$ cat config.mk
export PLATFORM = sky130hd
export DESIGN_NAME = gpsreceiver2_capture_ctl
export DESIGN_NICKNAME = d
export VERILOG_FILES = /design/src/rtl/gpsreceiver2_capture_ctl.sv
export SDC_FILE = /design/constraint.sdc
export NUM_CORES = 1
export LEC_CHECK = 0
export ABC_AREA = 1
export CAP_MARGIN = 0
export CORE_MARGIN = 2
export CORE_UTILIZATION = 45
export DETAILED_ROUTE_END_ITERATION = 16
export PLACE_DENSITY = 0.7
export SYNTH_ARGS = -nofsm -noshare
export SYNTH_HDL_FRONTEND = slang
export SYNTH_SLANG_ARGS = --single-unit
$ cat constraint.sdc
create_clock -name rxb0_clk -period 2.9 [get_ports rxb0_clk]
set_clock_uncertainty 0.2 [all_clocks]
set_input_delay 0.29 -clock rxb0_clk [delete_from_list [all_inputs] [get_ports rxb0_clk]]
set_output_delay 0.29 -clock rxb0_clk [all_outputs]
set_load 0.1 [all_outputs]
$ cat src/rtl/gpsreceiver2_capture_ctl.sv
// ---------------------------------------------------------------------------
// gpsreceiver2_capture_ctl
//
// Capture sequencer for the GPS-SDR sample buffer. A start command arms the
// sequencer, which optionally waits for a 1PPS rising edge and then drives
// the external sample-address counter (r_enable / r_reset) and the buffer
// write port for blocks of length+1 samples, single-shot or as a ring.
//
// Ports
//   rxb0_clk, rxb0_rst_n   receiver clock, synchronous active-low reset
//   start, abort           one-cycle commands (abort has priority)
//   continuous             0 = single-shot, 1 = ring mode (latched on start)
//   use_trigger            wait for 1PPS rising edge (latched on start)
//   trigger                1PPS level, already synchronous to rxb0_clk
//   length                 last address of a block (latched on start)
//   sample_valid           ADC sample strobe
//   irq_ack                one-cycle interrupt clear
//   r_enable, r_reset      increment / clear strobes to the address counter
//   rxb0_we, rxb0_adr      buffer write port
//   busy                   state is ARMED or CAPTURE
//   irq, overrun           sticky block-complete / lost-interrupt flags
//   block_count            completed blocks since the last start (wraps)
//   state                  current FSM state
//
// state   | meaning
// --------+---------------------------------------------------------------
// IDLE    | waiting for start; no writes
// ARMED   | config latched, counter cleared; waiting for trigger (if used)
// CAPTURE | each sample_valid produces one write on the next cycle
// DONE    | single-shot block finished; waiting for a new start
// ---------------------------------------------------------------------------
module gpsreceiver2_capture_ctl #(
    parameter int DEPTH_LOG2 = 11
) (
    input  logic                  rxb0_clk,
    input  logic                  rxb0_rst_n,
    input  logic                  start,
    input  logic                  abort,
    input  logic                  continuous,
    input  logic                  use_trigger,
    input  logic                  trigger,
    input  logic [DEPTH_LOG2-1:0] length,
    input  logic                  sample_valid,
    input  logic                  irq_ack,
    output logic                  r_enable,
    output logic                  r_reset,
    output logic                  rxb0_we,
    output logic [DEPTH_LOG2-1:0] rxb0_adr,
    output logic                  busy,
    output logic                  irq,
    output logic                  overrun,
    output logic [15:0]           block_count,
    output logic [1:0]            state
);

    typedef enum logic [1:0] {
        ST_IDLE    = 2'd0,
        ST_ARMED   = 2'd1,
        ST_CAPTURE = 2'd2,
        ST_DONE    = 2'd3
    } state_t;

    localparam logic [DEPTH_LOG2-1:0] CNT_ONE = DEPTH_LOG2'(1);

    // registered state
    state_t                r_state;
    logic [DEPTH_LOG2-1:0] r_cnt;
    logic [DEPTH_LOG2-1:0] r_len_l;
    logic                  r_cont_l;
    logic                  r_use_trig_l;
    logic                  r_trig_prev;

    // next-state values
    state_t                w_state_nxt;
    logic [DEPTH_LOG2-1:0] w_cnt_nxt;
    logic [DEPTH_LOG2-1:0] w_len_nxt;
    logic                  w_cont_nxt;
    logic                  w_use_trig_nxt;
    logic                  w_trig_edge;
    logic                  w_enable_nxt;
    logic                  w_reset_nxt;
    logic                  w_we_nxt;
    logic [DEPTH_LOG2-1:0] w_adr_nxt;
    logic                  w_busy_nxt;
    logic                  w_irq_set;
    logic                  w_irq_nxt;
    logic                  w_overrun_nxt;
    logic [15:0]           w_block_count_nxt;

    assign state = r_state;

    // -----------------------------------------------------------------------
    // Next-state and next-output logic
    // -----------------------------------------------------------------------
    always_comb begin
        w_state_nxt       = r_state;
        w_cnt_nxt         = r_cnt;
        w_len_nxt         = r_len_l;
        w_cont_nxt        = r_cont_l;
        w_use_trig_nxt    = r_use_trig_l;
        w_enable_nxt      = 1'b0;
        w_reset_nxt       = 1'b0;
        w_we_nxt          = 1'b0;
        w_adr_nxt         = rxb0_adr;
        w_irq_set         = 1'b0;
        w_overrun_nxt     = overrun;
        w_block_count_nxt = block_count;

        w_trig_edge = trigger & ~r_trig_prev;

        if (abort) begin
            // abort beats every other command and suppresses all strobes
            w_state_nxt = ST_IDLE;
        end else begin
            unique case (r_state)
                ST_IDLE, ST_DONE: begin
                    if (start) begin
                        w_len_nxt         = length;
                        w_cont_nxt        = continuous;
                        w_use_trig_nxt    = use_trigger;
                        w_cnt_nxt         = '0;
                        w_overrun_nxt     = 1'b0;
                        w_block_count_nxt = 16'd0;
                        w_reset_nxt       = 1'b1;
                        w_state_nxt       = ST_ARMED;
                    end
                end

                ST_ARMED: begin
                    // samples arriving here are dropped, even on the edge cycle
                    if (!r_use_trig_l || w_trig_edge) begin
                        w_state_nxt = ST_CAPTURE;
                    end
                end

                ST_CAPTURE: begin
                    if (sample_valid) begin
                        w_we_nxt  = 1'b1;
                        w_adr_nxt = r_cnt;
                        if (r_cnt != r_len_l) begin
                            w_enable_nxt = 1'b1;
                            w_cnt_nxt    = r_cnt + CNT_ONE;
                        end else begin
                            // block end: clear the external counter in step
                            // with our own so both point at address 0 next
                            w_reset_nxt       = 1'b1;
                            w_cnt_nxt         = '0;
                            w_block_count_nxt = block_count + 16'd1;
                            w_irq_set         = 1'b1;
                            if (irq) begin
                                w_overrun_nxt = 1'b1;
                            end
                            if (!r_cont_l) begin
                                w_state_nxt = ST_DONE;
                            end
                        end
                    end
                end

                default: begin
                    w_state_nxt = ST_IDLE;
                end
            endcase
        end

        // a new block end outranks a simultaneous acknowledge
        if (w_irq_set) begin
            w_irq_nxt = 1'b1;
        end else if (irq_ack) begin
            w_irq_nxt = 1'b0;
        end else begin
            w_irq_nxt = irq;
        end

        w_busy_nxt = (w_state_nxt == ST_ARMED) || (w_state_nxt == ST_CAPTURE);
    end

    // -----------------------------------------------------------------------
    // State and output registers
    // -----------------------------------------------------------------------
    always_ff @(posedge rxb0_clk) begin
        if (!rxb0_rst_n) begin
            r_state      <= ST_IDLE;
            r_cnt        <= '0;
            r_len_l      <= '0;
            r_cont_l     <= 1'b0;
            r_use_trig_l <= 1'b0;
            r_trig_prev  <= 1'b0;
            r_enable     <= 1'b0;
            r_reset      <= 1'b0;
            rxb0_we      <= 1'b0;
            rxb0_adr     <= '0;
            busy         <= 1'b0;
            irq          <= 1'b0;
            overrun      <= 1'b0;
            block_count  <= 16'd0;
        end else begin
            r_state      <= w_state_nxt;
            r_cnt        <= w_cnt_nxt;
            r_len_l      <= w_len_nxt;
            r_cont_l     <= w_cont_nxt;
            r_use_trig_l <= w_use_trig_nxt;
            r_trig_prev  <= trigger;
            r_enable     <= w_enable_nxt;
            r_reset      <= w_reset_nxt;
            rxb0_we      <= w_we_nxt;
            rxb0_adr     <= w_adr_nxt;
            busy         <= w_busy_nxt;
            irq          <= w_irq_nxt;
            overrun      <= w_overrun_nxt;
            block_count  <= w_block_count_nxt;
        end
    end

endmodule

==> reports/qor.yml <==
synth_cell_types: 33
antenna_found_initial: 0
period_share: 0.897
place_inst: 520
finalCriticalPeriod_ps: 2600
initial_core_util: 0.473
mappedNetlistArea_sq_um: 2850
cp-end-kind: "register"
synthFlopType: "dfxtp_1"
finalNonFillerCells: 536
clockBufferDepth: 2
startpoint_type: "register"
critPathKind: "register to register"
rr_worst_depth: 10
pin_count: 55
ant_nets: 0
postRouteWirelength_mm: 6.79
cpLargestDelayFamily: "simple AND/OR/NAND/NOR gates"
max_stage_delay_ps: 380
dieArea_sq_um: 6980
grt_max_degree: 23
clkTransAtPathRegs_ps: 70
drive_gt1_frac: 0.141
worst-path-max-fanout: 22
vias_per_cell: 5.15
fin_util: 0.599
rr_startpoint: "state[0]"
yosysWarnings: 0
wl_per_cell_um: 12.7
crit_chain: "inv_1 > ha_1 > inv_1 > nor2_1 > inv_1 > a21oi_4 > inv_2 > nand2_4 > nand2_1 > nor3b_1"
min_from: "r_len_l[6]"
worst_pin_slew_ps: 407
rr_endpoint: "r_cnt[5]"
rows: 28
dieWidth_um: 83.6
drv_cap: 0
powerDensity_nw_per_um2: 543
min_path_type: "register to register"
detail_route.iter0.violations: 130
hold_buffers: 0
hold_violations: 0
hold_depth: 2
io_buffers: 54
cts-root-buf: "clkbuf_8"
whs_ps: 271
num_vias: 2761
postCtsSetupRepairBufs: 0
grt-ovfl-total: 0
setup_ws_ps: 297
cts_resized: 0
netlist_instances: 399
r2r_setup_slack_ps: 300
slew_headroom: 0.728
ys_ff_latch: 60
worstPathArrival_ps: 2650
timing.fmax_ghz: 0.384
track_usage: 0.194
grt_pass1_vias: 2523
setup_viol: 0
clock_latency_ps: 340
vdd_drop_max_uv: 473
tns_ps: 0
ys_seq_area_frac: 0.422
numCtsBuffers: 9
hpwlAfterDp_mm: 4.86
rsz0062_at_grt: "false"
grt_pass1_wl_mm: 11.1
synth_area_per_cell_sq_um: 7.14
drt-pass1-iter-count: 4
drc: 0
antenna_cells: 0
critPathSlowestCell: "dfxtp_1"
fp.coreArea_sq_um: 6030
cts_sinks: 60
syn_to_final_growth_pct: 26.7
min_delay_worst_endpoint: "r_len_l[6]"
run_status: "finished, final reports clean"
syn-num-nets: 424
critPathMostFrequentCell: "inv_1"
post-place-ws_ps: 376
layout.nets: 481
synth-edff-count: 0
cts_max_level: 3
die_y_um: 83.6
cts_tree: "built"
n_fill_cell: 587
synthArstFlopShare: 0
critPathBufInv: 4
leakage_nw: 1.50
gp_congestion: 0.888
slew_viol_final: 0
cp.required_ps: 2950
==> how the worst max path moves through the flow <==
stage / from / end / slack [ps] / cells after the start
finish: state[0] / r_cnt[5] / 300 / 10
global route: state[0] / r_cnt[5] / 110 / 10
CTS: state[0] / r_cnt[5] / 300 / 10
detailed placement: state[0] / r_cnt[5] / 380 / 10
global placement: abort / r_cnt[5] / 470 / 9
floorplan: state[0] / block_count[15] / 80 / 10
==> registers in the layout, indices dropped and copies added, names as in the netlist, 2 cells and up <==
signal,cells
block_count,16
r_cnt,11
r_len_l,11
rxb0_adr,11
state,2
==> cells in the mapped netlist (2+ instances only) <==
cell      number  share of area
a21oi_1       30          0.053
buf_2          4         0.0070
clkbuf_1       7         0.0092
dfxtp_1       60           0.42
ha_1           5          0.022
inv_1         37          0.049
inv_2          2         0.0026
nand2_1       72          0.095
nand2_4        2         0.0079
nand3_1       25          0.044
nand4_1        8          0.018
nor2_1        71          0.094
nor3_1         9          0.016
o21ai_0       28          0.049
xnor2_1        6          0.018
xor2_1        16          0.049
==> area by class of cell <==
class | instances | area [sq um] | area share
repair buffers | 60 | 498 | 0.138
inverters | 40 | 150 | 0.0416
multi-input cells | 285 | 1430 | 0.395
well taps | 75 | 93.8 | 0.0260
clock buffers | 9 | 124 | 0.0343
clock inverters | 7 | 115 | 0.0319
flip-flops and latches | 60 | 1200 | 0.333
==> per-stage QoR <==
step	power [mW]	instance area, sq um
detailed placement	1.06	3370
global route	2.01	3610
global placement	1.06	3370
finish	1.96	3610
CTS	1.97	3610
floorplan	1.00	2850
==> metal layers <==
metal  up-vias  GRT usage  wire [um]
li1       1398          -          -
met1      1281      0.223       3040
met2        71      0.353       3330
met3        11     0.0386        332
met4         0     0.0762         86
met5         -          0          0
==> worst reg2reg max path, delay by kind of cell (launching register included) <==
| kind | cells | cell delay (ps) |
|---|---|---|
| and+or+nand+nor | 4 | 920 |
| DFF | 1 | 380 |
| AOI/OAI and AO/OA | 1 | 240 |
| buffers and inverters | 4 | 420 |
| adders and majority gates | 1 | 340 |
==> kinds of logic (layout without fill, tap and decap cells) <==
logic type      after synthesis  count (layout)  synth area share
fa+ha+maj                     5               5            0.0220
xor+xnor                     22              22            0.0677
flops                        60              60             0.422
simple gates                193             193             0.287
compound gates               65              65             0.124
buf+inv                      54             116            0.0773
==> power by group <==
group | switching [mW] | leakage (nW) | internal, mW
clock network | 0.351 | 0.115 | 0.567
registers | 0.0135 | 0.487 | 0.844
logic | 0.119 | 0.894 | 0.0660
total | 0.483 | 1.50 | 1.48
==> layout by cell type, fill, tap and decap left out <==
cell / Yosys / layout
dfxtp_1: 60 / 60
nand2_4: 2 / 2
nor3_1: 9 / 9
clkbuf_8: 0 / 9
a21oi_4: 1 / 1
inv_1: 37 / 37
nor2_1: 71 / 71
buf_4: 1 / 41
nand2_2: 1 / 1
clkinv_2: 0 / 2
nand3_1: 25 / 25
o21bai_1: 1 / 1
o21ai_0: 28 / 28
nand2_1: 72 / 72
nor3b_1: 1 / 1
nor4_1: 1 / 1
xnor2_1: 6 / 6
a21boi_0: 1 / 1
clkinv_1: 1 / 1
bufinv_16: 0 / 3
inv_2: 2 / 2
or2_0: 1 / 1
ha_1: 5 / 5
nor2_2: 1 / 1
o32ai_1: 1 / 1
nand4_1: 8 / 8
o21a_1: 1 / 1
a21oi_1: 30 / 30
a211oi_1: 1 / 1
clkinvlp_4: 0 / 2
clkdlybuf4s50_1: 0 / 19
xor2_1: 16 / 16
a21o_1: 1 / 1
or2_2: 1 / 1
No activity file was read; power rests on OpenSTA's default activity.
